==> src/rtl/uprj_uart_tx_if.sv <==
// +----------------------------------------------------------------------+
// | uprj_uart_tx_if : ready/valid byte write channel into the UART FIFO  |
// | Revision 1.0                                                         |
// +----------------------------------------------------------------------+
`default_nettype none

interface uprj_uart_tx_if;
  logic       wr_valid;
  logic [7:0] wr_data;
  logic       wr_ready;

  modport master (
    output wr_valid,
    output wr_data,
    input  wr_ready
  );

  modport slave (
    input  wr_valid,
    input  wr_data,
    output wr_ready
  );
endinterface

`default_nettype wire

==> src/rtl/uprj_uart_tx.sv <==
// +----------------------------------------------------------------------+
// | uprj_uart_tx : FIFO-buffered UART transmitter, 8N1 LSB first         |
// | Optional macro UART_TX_PARITY_EN adds an even parity bit (8E1).      |
// | Revision 1.0                                                         |
// +----------------------------------------------------------------------+
`default_nettype none

module uprj_uart_tx #(
  parameter int FIFO_DEPTH = 8,
  parameter int DIV_W      = 16
) (
  input  logic                        clk,
  input  logic                        resetn,
  uprj_uart_tx_if.slave               wr,
  input  logic [DIV_W-1:0]            cfg_div,
  input  logic                        cfg_en,
  output logic                        tx,
  output logic                        busy,
  output logic [$clog2(FIFO_DEPTH):0] fifo_level
);

  localparam int               AW        = $clog2(FIFO_DEPTH);
  localparam int               PW        = AW + 1;
  localparam logic [PW-1:0]    C_DEPTH   = PW'(FIFO_DEPTH);
  localparam logic [DIV_W-1:0] C_MIN_DIV = DIV_W'(2);

  typedef enum logic [2:0] {
    ST_IDLE   = 3'd0,
    ST_START  = 3'd1,
    ST_DATA   = 3'd2,
    ST_PARITY = 3'd3,
    ST_STOP   = 3'd4
  } state_t;

  state_t           state_q,    state_d;
  logic [PW-1:0]    wr_ptr_q,   wr_ptr_d;
  logic [PW-1:0]    rd_ptr_q,   rd_ptr_d;
  logic             wr_ready_q, wr_ready_d;
  logic [7:0]       shift_q,    shift_d;
  logic [2:0]       bit_cnt_q,  bit_cnt_d;
  logic [DIV_W-1:0] baud_q,     baud_d;
  logic [DIV_W-1:0] div_q,      div_d;
  logic             tx_q,       tx_d;
`ifdef UART_TX_PARITY_EN
  logic             parity_q,   parity_d;
`endif

  logic [7:0]       mem_q [FIFO_DEPTH];

  logic             w_push;
  logic             w_pop;
  logic             w_empty;
  logic             w_bit_end;
  logic [DIV_W-1:0] w_div_eff;
  logic [DIV_W-1:0] w_reload;
  logic [7:0]       w_head;
  logic [PW-1:0]    w_level;

  assign w_level   = wr_ptr_q - rd_ptr_q;
  assign w_empty   = (w_level == '0);
  assign w_push    = wr.wr_valid && wr_ready_q;
  assign w_bit_end = (baud_q == '0);
  assign w_div_eff = (cfg_div < C_MIN_DIV) ? C_MIN_DIV : cfg_div;
  assign w_reload  = div_q - DIV_W'(1);
  assign w_head    = mem_q[rd_ptr_q[AW-1:0]];

  always_comb begin
    state_d   = state_q;
    wr_ptr_d  = wr_ptr_q;
    rd_ptr_d  = rd_ptr_q;
    shift_d   = shift_q;
    bit_cnt_d = bit_cnt_q;
    baud_d    = baud_q;
    div_d     = div_q;
    w_pop     = 1'b0;
`ifdef UART_TX_PARITY_EN
    parity_d  = parity_q;
`endif

    if (w_push) begin
      wr_ptr_d = wr_ptr_q + PW'(1);
    end

    case (state_q)
      ST_IDLE: begin
        if (cfg_en && !w_empty) begin
          w_pop = 1'b1;
        end
      end
      ST_START: begin
        if (w_bit_end) begin
          state_d = ST_DATA;
          baud_d  = w_reload;
        end else begin
          baud_d  = baud_q - DIV_W'(1);
        end
      end
      ST_DATA: begin
        if (w_bit_end) begin
          shift_d   = {1'b0, shift_q[7:1]};
          bit_cnt_d = bit_cnt_q + 3'd1;
          baud_d    = w_reload;
          if (bit_cnt_q == 3'd7) begin
`ifdef UART_TX_PARITY_EN
            state_d = ST_PARITY;
`else
            state_d = ST_STOP;
`endif
          end
        end else begin
          baud_d = baud_q - DIV_W'(1);
        end
      end
`ifdef UART_TX_PARITY_EN
      ST_PARITY: begin
        if (w_bit_end) begin
          state_d = ST_STOP;
          baud_d  = w_reload;
        end else begin
          baud_d  = baud_q - DIV_W'(1);
        end
      end
`endif
      ST_STOP: begin
        // Chaining straight into the next START keeps frames gap-free.
        if (w_bit_end) begin
          if (cfg_en && !w_empty) begin
            w_pop = 1'b1;
          end else begin
            state_d = ST_IDLE;
          end
        end else begin
          baud_d = baud_q - DIV_W'(1);
        end
      end
      default: begin
        state_d = ST_IDLE;
      end
    endcase

    // The divider is latched here so a cfg_div change never disturbs a frame in flight.
    if (w_pop) begin
      rd_ptr_d  = rd_ptr_q + PW'(1);
      shift_d   = w_head;
      div_d     = w_div_eff;
      baud_d    = w_div_eff - DIV_W'(1);
      bit_cnt_d = 3'd0;
      state_d   = ST_START;
`ifdef UART_TX_PARITY_EN
      parity_d  = ^w_head;
`endif
    end

    wr_ready_d = ((wr_ptr_d - rd_ptr_d) != C_DEPTH);

    // The line follows the current state one clock later, which gives the two-clock start latency.
    case (state_q)
      ST_START:  tx_d = 1'b0;
      ST_DATA:   tx_d = shift_q[0];
`ifdef UART_TX_PARITY_EN
      ST_PARITY: tx_d = parity_q;
`endif
      default:   tx_d = 1'b1;
    endcase
  end

  always_ff @(posedge clk or negedge resetn) begin
    if (!resetn) begin
      state_q    <= ST_IDLE;
      wr_ptr_q   <= '0;
      rd_ptr_q   <= '0;
      wr_ready_q <= 1'b1;
      shift_q    <= '0;
      bit_cnt_q  <= '0;
      baud_q     <= '0;
      div_q      <= C_MIN_DIV;
      tx_q       <= 1'b1;
`ifdef UART_TX_PARITY_EN
      parity_q   <= 1'b0;
`endif
    end else begin
      state_q    <= state_d;
      wr_ptr_q   <= wr_ptr_d;
      rd_ptr_q   <= rd_ptr_d;
      wr_ready_q <= wr_ready_d;
      shift_q    <= shift_d;
      bit_cnt_q  <= bit_cnt_d;
      baud_q     <= baud_d;
      div_q      <= div_d;
      tx_q       <= tx_d;
`ifdef UART_TX_PARITY_EN
      parity_q   <= parity_d;
`endif
    end
  end

  always_ff @(posedge clk) begin
    if (w_push) begin
      mem_q[wr_ptr_q[AW-1:0]] <= wr.wr_data;
    end
  end

  assign tx          = tx_q;
  assign busy        = (state_q != ST_IDLE) || !w_empty;
  assign fifo_level  = w_level;
  assign wr.wr_ready = wr_ready_q;

endmodule

`default_nettype wire

==> src/flat_wrapper.sv <==
// flat-port wrapper written by rule: the top's interface ports become plain ports
module uprj_uart_tx_flat 
#(
  parameter int FIFO_DEPTH = 8,
  parameter int DIV_W      = 16
)
  (clk, resetn, cfg_div, cfg_en, tx, busy, fifo_level, wr_wr_valid, wr_wr_data, wr_wr_ready);
  uprj_uart_tx_if wr_i ();
  input  logic clk;
  input  logic resetn;
  input  logic [DIV_W-1:0] cfg_div;
  input  logic cfg_en;
  output logic tx;
  output logic busy;
  output logic [$clog2(FIFO_DEPTH):0] fifo_level;
  input wire logic [$bits(wr_i.wr_valid)-1:0] wr_wr_valid;
  input wire logic [$bits(wr_i.wr_data)-1:0] wr_wr_data;
  output wire logic [$bits(wr_i.wr_ready)-1:0] wr_wr_ready;
  assign wr_i.wr_valid = wr_wr_valid;
  assign wr_i.wr_data = wr_wr_data;
  assign wr_wr_ready = wr_i.wr_ready;
  uprj_uart_tx #(.FIFO_DEPTH(FIFO_DEPTH), .DIV_W(DIV_W)) u_core (.clk(clk), .resetn(resetn), .wr(wr_i), .cfg_div(cfg_div), .cfg_en(cfg_en), .tx(tx), .busy(busy), .fifo_level(fifo_level));
endmodule
==> config.mk <==
export PLATFORM = sky130hd
export DESIGN_NAME = uprj_uart_tx_flat
export DESIGN_NICKNAME = d
export VERILOG_FILES = /design/src/rtl/uprj_uart_tx_if.sv /design/src/rtl/uprj_uart_tx.sv /design/src/flat_wrapper.sv
export SDC_FILE = /design/constraint.sdc
export NUM_CORES = 1
export LEC_CHECK = 0
export BUFFER_PORTS_ARGS = -buffer_cell sky130_fd_sc_hd__buf_2
export CORE_UTILIZATION = 30
export DETAILED_ROUTE_END_ITERATION = 6
export GPL_ROUTABILITY_DRIVEN = 0
export PLACE_DENSITY_LB_ADDON = 0.25
export SYNTH_ARGS = -nofsm -noshare
export SYNTH_HDL_FRONTEND = slang
export SYNTH_SLANG_ARGS = --single-unit
==> constraint.sdc <==
create_clock -name clk -period 3.56 [get_ports clk]
set_input_delay 0.712 -clock clk [delete_from_list [all_inputs] [get_ports clk]]
set_output_delay 0.712 -clock clk [all_outputs]
set_load 0.02 [all_outputs]
## Yosys cells after proc, flatten, opt, wreduce, memory -nomap -nowiden

Memory sizes are Yosys's and may differ from the RTL's.
Cells that the tools add are included.

- Bitwise operators: 0
- Equality and inequality tests: 12
- Muxes and demuxes: 26
- Magnitude comparators: 1
- Div/mod/pow operators: 0
- Shift operators: 0
- Add/subtract/negate cells: 8
- $mul: 0
- Reduce and logical (&&, ||, !) cells: 15

Operators with widths:

| cell | number |
|---|---|
| 2-to-1 mux 16 bit | 4 |
| subtractor 16 x 1 -> 16 bit, second input constant | 3 |
| case mux 16 bit (2 select lines) | 1 |
| 2-to-1 mux 3 bit | 9 |
| 2-to-1 mux 8 bit | 3 |
| zero test 16 bit | 1 |
| < comparator 16 x 2 -> 1 bit, second input constant | 1 |
| inequality test 3 x 1 -> 1 bit, second input constant | 4 |
| case mux 3 bit (4 select lines) | 1 |
| adder 4 x 1 -> 4 bit, second input constant | 2 |
| 2-to-1 mux 4 bit | 2 |
| subtractor 4 bit | 2 |
| equality test 3 bit, second input constant | 2 |
| inequality test 3 x 2 -> 1 bit, second input constant | 2 |
| AND reduction 6 bit | 1 |
| nonzero test 3 bit | 2 |
| zero test 4 bit | 1 |
| 2-to-1 mux 1 bit | 4 |
| inequality test 4 bit, second input constant | 1 |
| case mux 1 bit (2 select lines) | 2 |
| AND reduction 2 bit | 2 |
| nonzero test 2 bit | 2 |
| adder 3 x 1 -> 3 bit, second input constant | 1 |
| equality test 3 x 1 -> 1 bit, second input constant | 1 |
| other kinds (7) | 8 |

- Memory bits (writable): 64
- ROM bits: 0
- Logic and storage cells: 72
- Latch bits: 0
- Bits in registers: 56
- Input port bits: 28
- Memories: 1
- Output and inout port bits: 7

Memories:

| memory | words | bits a word | rd ports | clocked after Yosys merged registers in | wr ports | RTL line | source |
|---|---|---|---|---|---|---|---|
| u_core.mem_q | 8 | 8 | 1 | 0 | 1 | uprj_uart_tx.sv:48 | `logic [7:0] mem_q [FIFO_DEPTH];` |

## Longest topological paths before layout

Gate-level depths: netlist of the first run.

- Depth after elaboration: 10
- Mapped depth: 18
- Mapped depth without buffers: 15

## Worst setup path before layout of the first run

No wires, ideal clock.

- Kind: flip-flop to flip-flop
- Start point: reg u_core.rd_ptr_q[1]
- End point: reg u_core.wr_ready_q (netlist: u_core.wr.wr_ready)
- Cell stages (with the launch flop): 17
- Data required time: 3.472 ns
- Path buffers: 4
- Arrival: 3.899 ns
- Period minus slack after synthesis: 3.987 ns
- Slack: -0.427 ns
- Setup time: 0.088 ns
- Cells stage by stage: dfrtp_1 clkbuf_1 clkbuf_1 inv_1 fa_1 xor2_1 a2111oi_2 or2_1 buf_2 buf_6 mux2i_2 ha_1 a21o_1 a21oi_1 xnor2_1 xnor2_1 nand4_1

- Longest elaborated chain between the ends: 10
- Elaborated cells between the ends (all ways): 11
- Classes of those cells: 3 x add/sub; 1 x eq/ne; 4 x mux; 3 x reduce/logical

Ends and longest elaborated chain:

| what | RTL line | source |
|---|---|---|
| start: declaration | uprj_uart_tx.sv:37 | `logic [PW-1:0] rd_ptr_q, rd_ptr_d;` |
| start signal: assignment | uprj_uart_tx.sv:184 | `rd_ptr_q <= rd_ptr_d;` |
| subtractor 4 bit * | uprj_uart_tx.sv:59 | `assign w_level = wr_ptr_q - rd_ptr_q;` |
| net fifo_level[2] | flat_wrapper.sv:15 | `output logic [$clog2(FIFO_DEPTH):0] fifo_level;` |
| zero test 4 bit * | uprj_uart_tx.sv:60 | `assign w_empty = (w_level == '0);` |
| zero test 1 bit * | uprj_uart_tx.sv:86, uprj_uart_tx.sv:127 |  |
| logical AND 1 bit * | uprj_uart_tx.sv:86, uprj_uart_tx.sv:127 |  |
| 2-to-1 mux 1 bit * | uprj_uart_tx.sv:86, uprj_uart_tx.sv:127 |  |
| 2-to-1 mux 1 bit | uprj_uart_tx.sv:126 | `if (w_bit_end) begin` |
| case mux 1 bit (2 select lines) * | uprj_uart_tx.sv:84 | `case (state_q)` |
| 2-to-1 mux 4 bit * | uprj_uart_tx.sv:142 | `if (w_pop) begin` |
| subtractor 4 bit * | uprj_uart_tx.sv:154 | `wr_ready_d = ((wr_ptr_d - rd_ptr_d) != C_DEPTH);` |
| inequality test 4 bit * | uprj_uart_tx.sv:154 |  |
| net u_core.wr_ready_d | uprj_uart_tx.sv:38 | `logic wr_ready_q, wr_ready_d;` |
| end signal: assignment | uprj_uart_tx.sv:185 | `wr_ready_q <= wr_ready_d;` |
| end: declaration | uprj_uart_tx.sv:38 |  |

The timed path passes the listed nets; every way through them passes the cells marked *.
A chain may end at the register's enable or synchronous reset.

## Worst setup path after layout of the first run

- Start point: reg u_core.wr_ptr_q[0]
- End point: reg u_core.wr_ready_q (netlist: u_core.wr.wr_ready)

- Longest elaborated chain between the ends: 10
- Elaborated cells between the ends (all ways): 12
- Classes of those cells: 3 x add/sub; 1 x eq/ne; 5 x mux; 3 x reduce/logical

Ends and longest elaborated chain:

| what | RTL line | source |
|---|---|---|
| start: declaration | uprj_uart_tx.sv:36 | `logic [PW-1:0] wr_ptr_q, wr_ptr_d;` |
| start signal: assignment | uprj_uart_tx.sv:183 | `wr_ptr_q <= wr_ptr_d;` |
| subtractor 4 bit | uprj_uart_tx.sv:59 |  |
| zero test 4 bit | uprj_uart_tx.sv:60 |  |
| zero test 1 bit | uprj_uart_tx.sv:86, uprj_uart_tx.sv:127 |  |
| logical AND 1 bit | uprj_uart_tx.sv:86, uprj_uart_tx.sv:127 |  |
| 2-to-1 mux 1 bit | uprj_uart_tx.sv:86, uprj_uart_tx.sv:127 |  |
| 2-to-1 mux 1 bit | uprj_uart_tx.sv:126 |  |
| case mux 1 bit (2 select lines) | uprj_uart_tx.sv:84 |  |
| 2-to-1 mux 4 bit | uprj_uart_tx.sv:142 |  |
| subtractor 4 bit * | uprj_uart_tx.sv:154 |  |
| inequality test 4 bit * | uprj_uart_tx.sv:154 |  |
| net u_core.wr_ready_d | uprj_uart_tx.sv:38 |  |

Marks and branches as above.

==> results of run 1 <==
[power by group]
part	total (W)	internal, W	switching (W)	leakage (nW)
Clock	0.00159	0.000908	0.000678	0.260
Sequential	0.00224	0.00188	0.000368	1.25
Combinational	0.00236	0.00106	0.00131	1.31
[cells in the final DEF, fill, tap and decap left out, drive strengths merged, types with 16 or more instances in the layout]
master / Yosys / final
nand2: 101 / 101
edfxtp: 64 / 64
buf: 13 / 54
dfrtp: 53 / 53
nor2: 38 / 38
xnor2: 30 / 30
inv: 12 / 20
xor2: 19 / 19
clkbuf: 9 / 18
mux4: 16 / 16
[logic make-up after synthesis]
family                   Yosys count
buffers and inverters             34
AND/OR/NAND/NOR                  223
XOR/XNOR                          49
adder cells (fa/ha/maj)           15
flip-flops                       120
multiplexers                      19
AO/OA/AOI/OAI                     75
[cell type report]
class / count / area share
clock inverter: 14 / 0.0159
multi-input combinational: 381 / 0.369
inverter: 12 / 0.00622
clock buffer: 18 / 0.0593
timing repair buffer: 54 / 0.0442
sequential: 120 / 0.460
tap: 265 / 0.0458
[flip-flops by register name, summed over array words and instances (netlist names), 3 cells and up]
| signal | flops |
|---|---|
| u_core.baud_q | 16 |
| u_core.bit_cnt_q | 3 |
| u_core.div_q | 16 |
| u_core.mem_q | 64 |
| u_core.rd_ptr_q | 4 |
| u_core.shift_q | 8 |
| u_core.state_q | 3 |
| u_core.wr_ptr_q | 4 |
[per-stage QoR]
| stage | power, W | hold slack (ns) |
|---|---|---|
| 2_1_floorplan | 0.00399 | 0.416 |
| 3_3_place_gp | 0.00460 | 0.480 |
| 3_5_place_dp | 0.00465 | 0.482 |
| 4_1_cts | 0.00627 | 0.369 |
| 5_1_grt | 0.00662 | 0.400 |
| 6_report | 0.00619 | 0.354 |
[metal layers]
metal | GRT usage | wire length (um)
met1 | 0.186 | 6640
met2 | 0.241 | 7070
met3 | 0.0343 | 564
met4 | 0.0532 | 197
met5 | 0 | 0
[final timing paths]
kind	start	to	slack, ns	cells past startpoint
worst min register to register	u_core.rd_ptr_q[3]$_DFF_PN0_	u_core.rd_ptr_q[3]$_DFF_PN0_	0.49	1
min in group clk	u_core.rd_ptr_q[3]$_DFF_PN0_	u_core.rd_ptr_q[3]$_DFF_PN0_	0.49	1
max in group asynchronous	resetn	u_core.div_q[1]$_DFFE_PN1N_	2.45	2
worst max-delay path	u_core.wr_ptr_q[0]$_DFF_PN0_	u_core.wr.wr_ready$_DFF_PN1_	0.21	14
worst min-delay path	resetn	u_core.div_q[5]$_DFFE_PN0N_	0.35	1
worst max register to register	u_core.wr_ptr_q[0]$_DFF_PN0_	u_core.wr.wr_ready$_DFF_PN1_	0.21	14
==> metrics, run 1 <==
status completed; largest net degree at the start of global routing 43; footprint of the multi-input gates between 2000 and 3000 um2; ys flop type edfxtp_1; flops & latches, synth 120; Clock Pin Slew Worst Setup and Hold Paths 0.06 ns; full die area roughly 21000 um2; cts hold-fix bufs 0; largest family of logic cells by synthesized area simple AND/OR/NAND/NOR gates; post-synthesis sequential area ratio 0.543; clock buffer count from CTS 17; Yosys top cell by area edfxtp_1; Post-Synth XOR/XNOR Area 0.0700; post-synthesis mux area share 0.0645; complex-gate fraction of the synthesized area 0.0861; CP max FO 4; n_diodes 0; grt total ovfl 0; cell count after synthesis 535; Crit Path Class reg -> reg; Antenna Nets Post-Route 0; drt via density between 4 and 5; HPWL after DPL 10200 um; Mapped Avg Cell Area roughly 11 um2; async set-reset flop share out of synthesis 0.467; Finished Layout Cells 864; Buffers on Ports 34; post-CTS resize count 0; Ys Warns 0; worst vdd ir 0.000550 V; filler instances 1884; antenna violations before repair 0; slowest CP cell a2111oi_4; HP Class in -> async; post-CTS setup buffer count 0; mapped cell area around 6100 um2; Post-synth top cells 101 x nand2_1, 64 x edfxtp_1, 53 x dfrtp_1, 36 x nor2_1, 30 x xnor2_1; Max-slew headroom 0.428; area grow syn2layout 18.1%; count leader, synth nand2_1; initial core utilization 0.311; Pre-Repair DR Iteration Count 4; CP Data Required Time a little under 4 ns; clk sinks 120; final design utilization 0.367; vias 4290; final net count 629; Iter 0 DRT Violations 251; Critical Path Sink Type flip-flop; Setup crit start kind flip-flop; CP Data Arrival Time 3.68 ns; crit-path cells inv_1, ha_1, inv_1, fa_1, xor2_2, a2111oi_4, or2_4, mux2i_2, ha_1, a21o_1, a21oi_1, xnor2_1, xnor2_1, nand4_1; CTS tree built; num ports 35; layout cells sized above 1 0.205; crit path buf inv count 2; Total Wirelength 14500 um; Die X about 140 um; LEAKAGE 2.82 nW; CTS H-tree depth 4; wire length per cell 16.7 um; final count of negative-setup-slack endpoints 0; Tcrit/Tclk final 0.942; Power Dens Cells approximately 860 nW/um2; post-route design area 7240 um2; Simple-Gate Fraction of Synth Area 0.180; Chip Height 145 um; Post-Route Setup TNS 0 ns; PnR worst setup slack approximately 0.21 ns; worst-margin pin slew 0.855 ns; number of synthesized flops with an enable pin 64; Top delay family on crit path adder cells; syn nets 578; count of pins over their slew limit 0; placed insts 832; Clock Skew 0.00736 ns; worst-case clock buffer depth 2; RSZ-0062 raised after global routing false; vias in the first global route 4460; first-pass GRT wire length 23900 um; DRC Markers 0; final hold violation count 0; Row Count 51; Area contributors post-synth edfxtp_1 31%, dfrtp_1 22%, nand2_1 6.2%, mux4_2 5.9%, xnor2_1 4.3%; minimum clock period 3.35 ns; synthesized-area fraction occupied by adder cells 0.0318; DP Worst Slack 0.189 ns; total track usage 0.146; Worst path max stage delay 0.45 ns; sequential cell area 3330 um2; CTS root buf clkbuf_16; clk_lat worst skew 0.41 ns; share of the synthesized area in the top cell type 0.313; Achievable Freq between 0.2 and 0.3 GHz; distinct cell type count after synthesis just over 60; Max Cap Viol 0; Core Region 19700 um2; placed instance area 6690 um2
Note: power is estimated with default switching activity, not from simulation.
==> inputs of run 2 (changes only) <==
==> constraint.sdc (replaced) <==
create_clock -name clk -period 3.56 [get_ports clk]
set_input_delay 0 -clock clk [delete_from_list [all_inputs] [get_ports clk]]
set_output_delay 0 -clock clk [all_outputs]
set_load 0.02 [all_outputs]
==> run 2 against run 1 <==
- via count is 2.0% higher
- clock skew up 0.00097 ns
- non-clock buffer count is 24 higher
- register-to-register slack improved by 0.11 ns
- critical endpoint unchanged
- largest cell class unchanged
- largest power group unchanged
==> metrics, run 2 (synthesis gave the netlist of run 1 again) <==
post-CTS setup buffer count 0; Max-slew headroom 0.424; vias 4375; HP Class in -> async; clk_lat worst skew 0.41 ns; count of pins over their slew limit 0; most frequent cells in the layout 101 x nand2_1, 64 x edfxtp_1, 53 x dfrtp_1; Core Region 19700 um2; total track usage 0.151; RSZ-0062 raised after global routing false; clk sinks 120; Post-Route Setup TNS 0 ns; Pre-Repair DR Iteration Count 4; commonest non-fill, non-tap cell in the layout nand2_1; HPWL after DPL 10000 um; status completed; worst-margin pin slew 0.860 ns; drt via density 4.93; final hold violation count 0; Power Dens Cells roughly 830 nW/um2; grt total ovfl 0; Crit Path Class reg -> reg; antenna violations before repair 0; Setup crit start kind flip-flop; Clock Skew approximately 0.0083 ns; worst-case clock buffer depth 2; DRC Markers 0; clock buffer count from CTS 17; Total Wirelength ~15000 um; Critical Path Sink Type flip-flop; Tcrit/Tclk final 0.911; Iter 0 DRT Violations 212; Row Count 51; crit-path cells ha_1, a21oi_1, nand3_1, a2111oi_4, or2_4, mux2i_2, ha_1, a21o_1, a21oi_1, xnor2_1, xnor2_1, nand4_1; worst vdd ir 0.000314 V; Top delay family on crit path compound AO/OA/AOI/OAI gates; full die area 21000 um2; Largest register FFs 64; first-pass GRT wire length 24500 um; layout cells sized above 1 0.194; CTS root buf clkbuf_16; CP Data Arrival Time around 3.6 ns; area grow syn2layout 22.3%; Achievable Freq 0.308 GHz; Chip Height 145 um; CTS tree built; initial core utilization 0.311; Antenna Nets Post-Route 0; wire length per cell 16.7 um; crit path buf inv count 0; largest net degree at the start of global routing 43; placed instance area around 6700 um2; minimum clock period ~3.2 ns; LEAKAGE 2.93 nW; Die X 145 um; Clock Pin Slew Worst Setup and Hold Paths 0.06 ns; Worst path max stage delay 0.49 ns; CTS H-tree depth 4; Max Cap Viol 0; CP Data Required Time around 3.9 ns; n_diodes 0; post-route design area 7500 um2; Buffers on Ports 34; vias in the first global route ~4500; CP max FO 7; slowest CP cell a2111oi_4; final net count 653; num ports 35; final count of negative-setup-slack endpoints 0
[run 2: changes by cell type in the layout (fill, tap and decap cells not counted)]
cell           before  now
inv_6               6    3
bufinv_16           0    1
inv_8               2    0
clkinvlp_4          3    1
buf_4              20   18
clkinv_2            1    3
clkinv_4            1    5
dlygate4sd3_1       0   26
[run 2: path summary, 6_finish.rpt]
kind / from / endpoint / slack (ns) / depth (start not counted)
setup reg to reg: u_core.wr_ptr_q[2]$_DFF_PN0_ / u_core.wr.wr_ready$_DFF_PN1_ / 0.32 / 12
hold reg to reg: u_core.wr_ptr_q[3]$_DFF_PN0_ / u_core.wr_ptr_q[3]$_DFF_PN0_ / 0.49 / 1
max in group asynchronous: resetn / u_core.div_q[1]$_DFFE_PN1N_ / 2.52 / 3
setup / recovery: u_core.wr_ptr_q[2]$_DFF_PN0_ / u_core.wr.wr_ready$_DFF_PN1_ / 0.32 / 12
min in group clk: cfg_en / u_core.rd_ptr_q[0]$_DFF_PN0_ / 0.15 / 5
hold / removal: resetn / u_core.rd_ptr_q[0]$_DFF_PN0_ / 0.14 / 2
[run 2: metrics by stage]
stage | worst slack, ns | total power [W] | utilization | hold WS [ns] | cells
floorplan | 0.0289 | 0.00399 | - | -0.296 | 535
global placement | 0.238 | 0.00457 | 0.339 | 0.0564 | 830
detailed placement | 0.123 | 0.00463 | 0.339 | 0.0569 | 830
CTS | 0.122 | 0.00630 | 0.380 | 0.147 | 888
global route | 0.0612 | 0.00666 | 0.380 | 0.180 | 888
finish | 0.316 | 0.00623 | 0.380 | 0.136 | 888
[run 2: area by class of cell]
class	instances	area [um2]
sequential	120	3330
clock buffer	18	429
timing repair buffer	78	566
multi-input combinational	381	2670
fill	1863	12200
inverter	12	45.0
tap	265	332
clock inverter	14	126
[run 2: power by group]
group          switching, W  total, W  internal [W]
Sequential         0.000385   0.00226       0.00188
Clock              0.000648   0.00161      0.000963
Combinational       0.00129   0.00235       0.00106
[run 2: timing repair]
item,CTS,global route
endpoints found under the hold margin,114,0
endpoints found under the setup margin,0,1
resized for setup,0,1
hold buffers,26,0
[run 2: metal layers]
layer / part of all wire / track usage / vias up
met4: 0.027 / 0.0644 / 0
li1: - / - / 2101
met1: 0.45 / 0.190 / 2154
met3: 0.038 / 0.0396 / 25
met2: 0.49 / 0.244 / 95
met5: 0 / 0 / -
==> inputs of run 3 (changes only) <==
--- a/config.mk
+++ b/config.mk
@@ -9,6 +9,7 @@
 export CORE_UTILIZATION = 30
 export DETAILED_ROUTE_END_ITERATION = 6
 export GPL_ROUTABILITY_DRIVEN = 0
+export HOLD_SLACK_MARGIN = 0.05
 export PLACE_DENSITY_LB_ADDON = 0.25
 export SYNTH_ARGS = -nofsm -noshare
 export SYNTH_HDL_FRONTEND = slang
==> constraint.sdc (replaced) <==
create_clock -name clk -period 3.56 [get_ports clk]
set_input_delay 0.89 -clock clk [delete_from_list [all_inputs] [get_ports clk]]
set_output_delay 0.89 -clock clk [all_outputs]
set_load 0.02 [all_outputs]
==> run 3 against run 2 <==
- core utilization is 1.1 points lower
- combinational power hardly changed
- largest power group unchanged
- power is 1.6% higher
- global-route usage is 0.61 points lower
- critical path type is now reg -> out
==> metrics, run 3 (synthesis gave the netlist of run 1 again) <==
status completed; Power, Total around 0.0063 W; first-pass GRT wire length 23600 um; final design utilization 0.370; GR peak layer met2; R2R Path End u_core.wr.wr_ready$_DFF_PN1_; worst-margin pin slew just under 0.9 ns; Psw 0.00234 W; antenna violations before repair 0; met1 Usage GRT 0.190; Row Count a little over 50; CP Data Arrival Time ~2.5 ns; layout cells sized above 1 0.209; clock buffer count from CTS 17; initial core utilization 0.311; worst-case clock buffer depth 2; CTS H-tree depth 4; final hold violation count 0; full die area around 21000 um2; Max Cap Viol 0; commonest non-fill, non-tap cell in the layout nand2_1; final count of negative-setup-slack endpoints 0; Worst path max stage delay 0.51 ns; Largest register FFs 64; vias in the first global route 4308; Post-Route Setup TNS 0 ns; footprint of the multi-input gates 2670 um2; CTS root buf clkbuf_16; Core Region around 20000 um2; internal power 0.00399 W; Total Wirelength 14300 um; Max-slew headroom 0.404; Power Dens Cells 868 nW/um2; CP Data Required Time 2.67 ns; clk sinks 120; DRC Markers 0; Clock Skew 0.0160 ns; Antenna Nets Post-Route 0; Net Sw Frac 0.370; crit path buf inv count 2; slowest CP cell a2111oi_4; FF-to-FF setup slack between 0.3 and 0.4 ns; worst vdd ir around 0.00035 V; area grow syn2layout 18.9%; most frequent cells in the layout 101 x nand2_1, 64 x edfxtp_1, 52 x dfrtp_1; Crit Path Class reg -> out; R2R Path Start u_core.wr_ptr_q[2]$_DFF_PN0_; CTS tree built; Top delay family on crit path compound AO/OA/AOI/OAI gates; filler instances 1918; Achievable Freq 0.295 GHz; HP Class in -> async; Setup crit start kind flip-flop; clock power share 0.272; final net count 629; Die X 145 um; met2 GRT Util 0.236; grt total ovfl 0; met3 Use GR 0.0321; count of pins over their slew limit 0; Combinational Power Share 0.372; vias around 4200; cts hold-fix bufs 0; Pre-Repair DR Iteration Count 5; crit-path cells ha_1, a21oi_1, nand3_1, a2111oi_4, buf_4, nand3b_1, buf_2; minimum clock period roughly 3.4 ns; HPWL after DPL 10100 um; Critical Path Sink Type output port; Flop pwr share 0.356; Buffers on Ports 34; sequential cell area 3330 um2; reg2reg path depth 12; Tcrit/Tclk final 0.953; wire length per cell 16.6 um; LEAKAGE 2.85 nW; largest net degree at the start of global routing 43; Chip Height 145 um; clk_lat worst skew 0.42 ns; n_diodes 0; Iter 0 DRT Violations 291; CP max FO 7; total track usage 0.145; num ports 35; drt via density 4.88; RSZ-0062 raised after global routing false; Clock Pin Slew Worst Setup and Hold Paths 0.06 ns
==> run 3: changes by cell type in the layout (fill, tap and decap cells not counted), moves of 2 or more <==
| cell | change |
|---|---|
| buf_4 | +2 |
| clkinv_2 | -2 |
| dlygate4sd3_1 | -26 |
| inv_6 | +2 |
==> run 3: what timing repair did <==
item,CTS,global route
resized for setup,0,2
buffers inserted,0,1
endpoints found under the setup margin,0,1
==> run 3: power groups by stage <==
stage	Combinational, W	Sequential, W	Clock (W)
global placement	0.00233	0.00225	0
detailed placement	0.00238	0.00226	0
CTS	0.00238	0.00224	0.00177
floorplan	0.00181	0.00218	0
global route	0.00264	0.00231	0.00182
finish	0.00235	0.00225	0.00172
==> run 3: how the worst max path moves through the flow <==
stage,start,cells after the start,slack [ns],endpoint
2_1_floorplan,u_core.rd_ptr_q[1]$_DFF_PN0_,16,0.03,u_core.wr.wr_ready$_DFF_PN1_
3_3_place_gp,cfg_div[13],10,0.24,u_core.baud_q[14]$_DFFE_PN0P_
3_5_place_dp,u_core.wr_ptr_q[0]$_DFF_PN0_,14,0.16,u_core.wr.wr_ready$_DFF_PN1_
4_1_cts,u_core.wr_ptr_q[0]$_DFF_PN0_,14,0.15,u_core.wr.wr_ready$_DFF_PN1_
5_1_grt,u_core.wr_ptr_q[2]$_DFF_PN0_,7,0.02,busy
6_report,u_core.wr_ptr_q[2]$_DFF_PN0_,7,0.17,busy
==> run 3: cell type report <==
class                           instances  area share
Clock buffer                           18      0.0589
Sequential cell                       120       0.457
Timing Repair Buffer                   54      0.0439
Clock inverter                         14      0.0223
Inverter                               12     0.00618
Multi-Input combinational cell        381       0.367
Tap cell                              265      0.0455
==> run 3: routing by layer <==
metal	part of all wire	routed length, um
met5	0	0
met4	0.011	155
met3	0.031	449
met2	0.48	6950
met1	0.47	6780
==> run 3: worst reg2reg max path: cells and delay by family, from the launching register on <==
family / cells / cell delay [ns]
AND/OR/NAND/NOR: 3 / 0.50
AO/OA/AOI/OAI: 4 / 1.04
XOR/XNOR: 2 / 0.29
multiplexers: 1 / 0.25
flip-flops: 1 / 0.45
adder cells (fa/ha/maj): 2 / 0.64
==> run 3: stage by stage <==
step           hold WS, ns  std cells  cell area [um2]  setup slack (ns)
2_1_floorplan        0.460        535             6160            0.0289
3_3_place_gp         0.476        831             6690             0.244
3_5_place_dp         0.478        831             6690             0.158
4_1_cts              0.412        863             7280             0.153
5_1_grt              0.451        864             7290            0.0176
6_report             0.416        864             7290             0.167
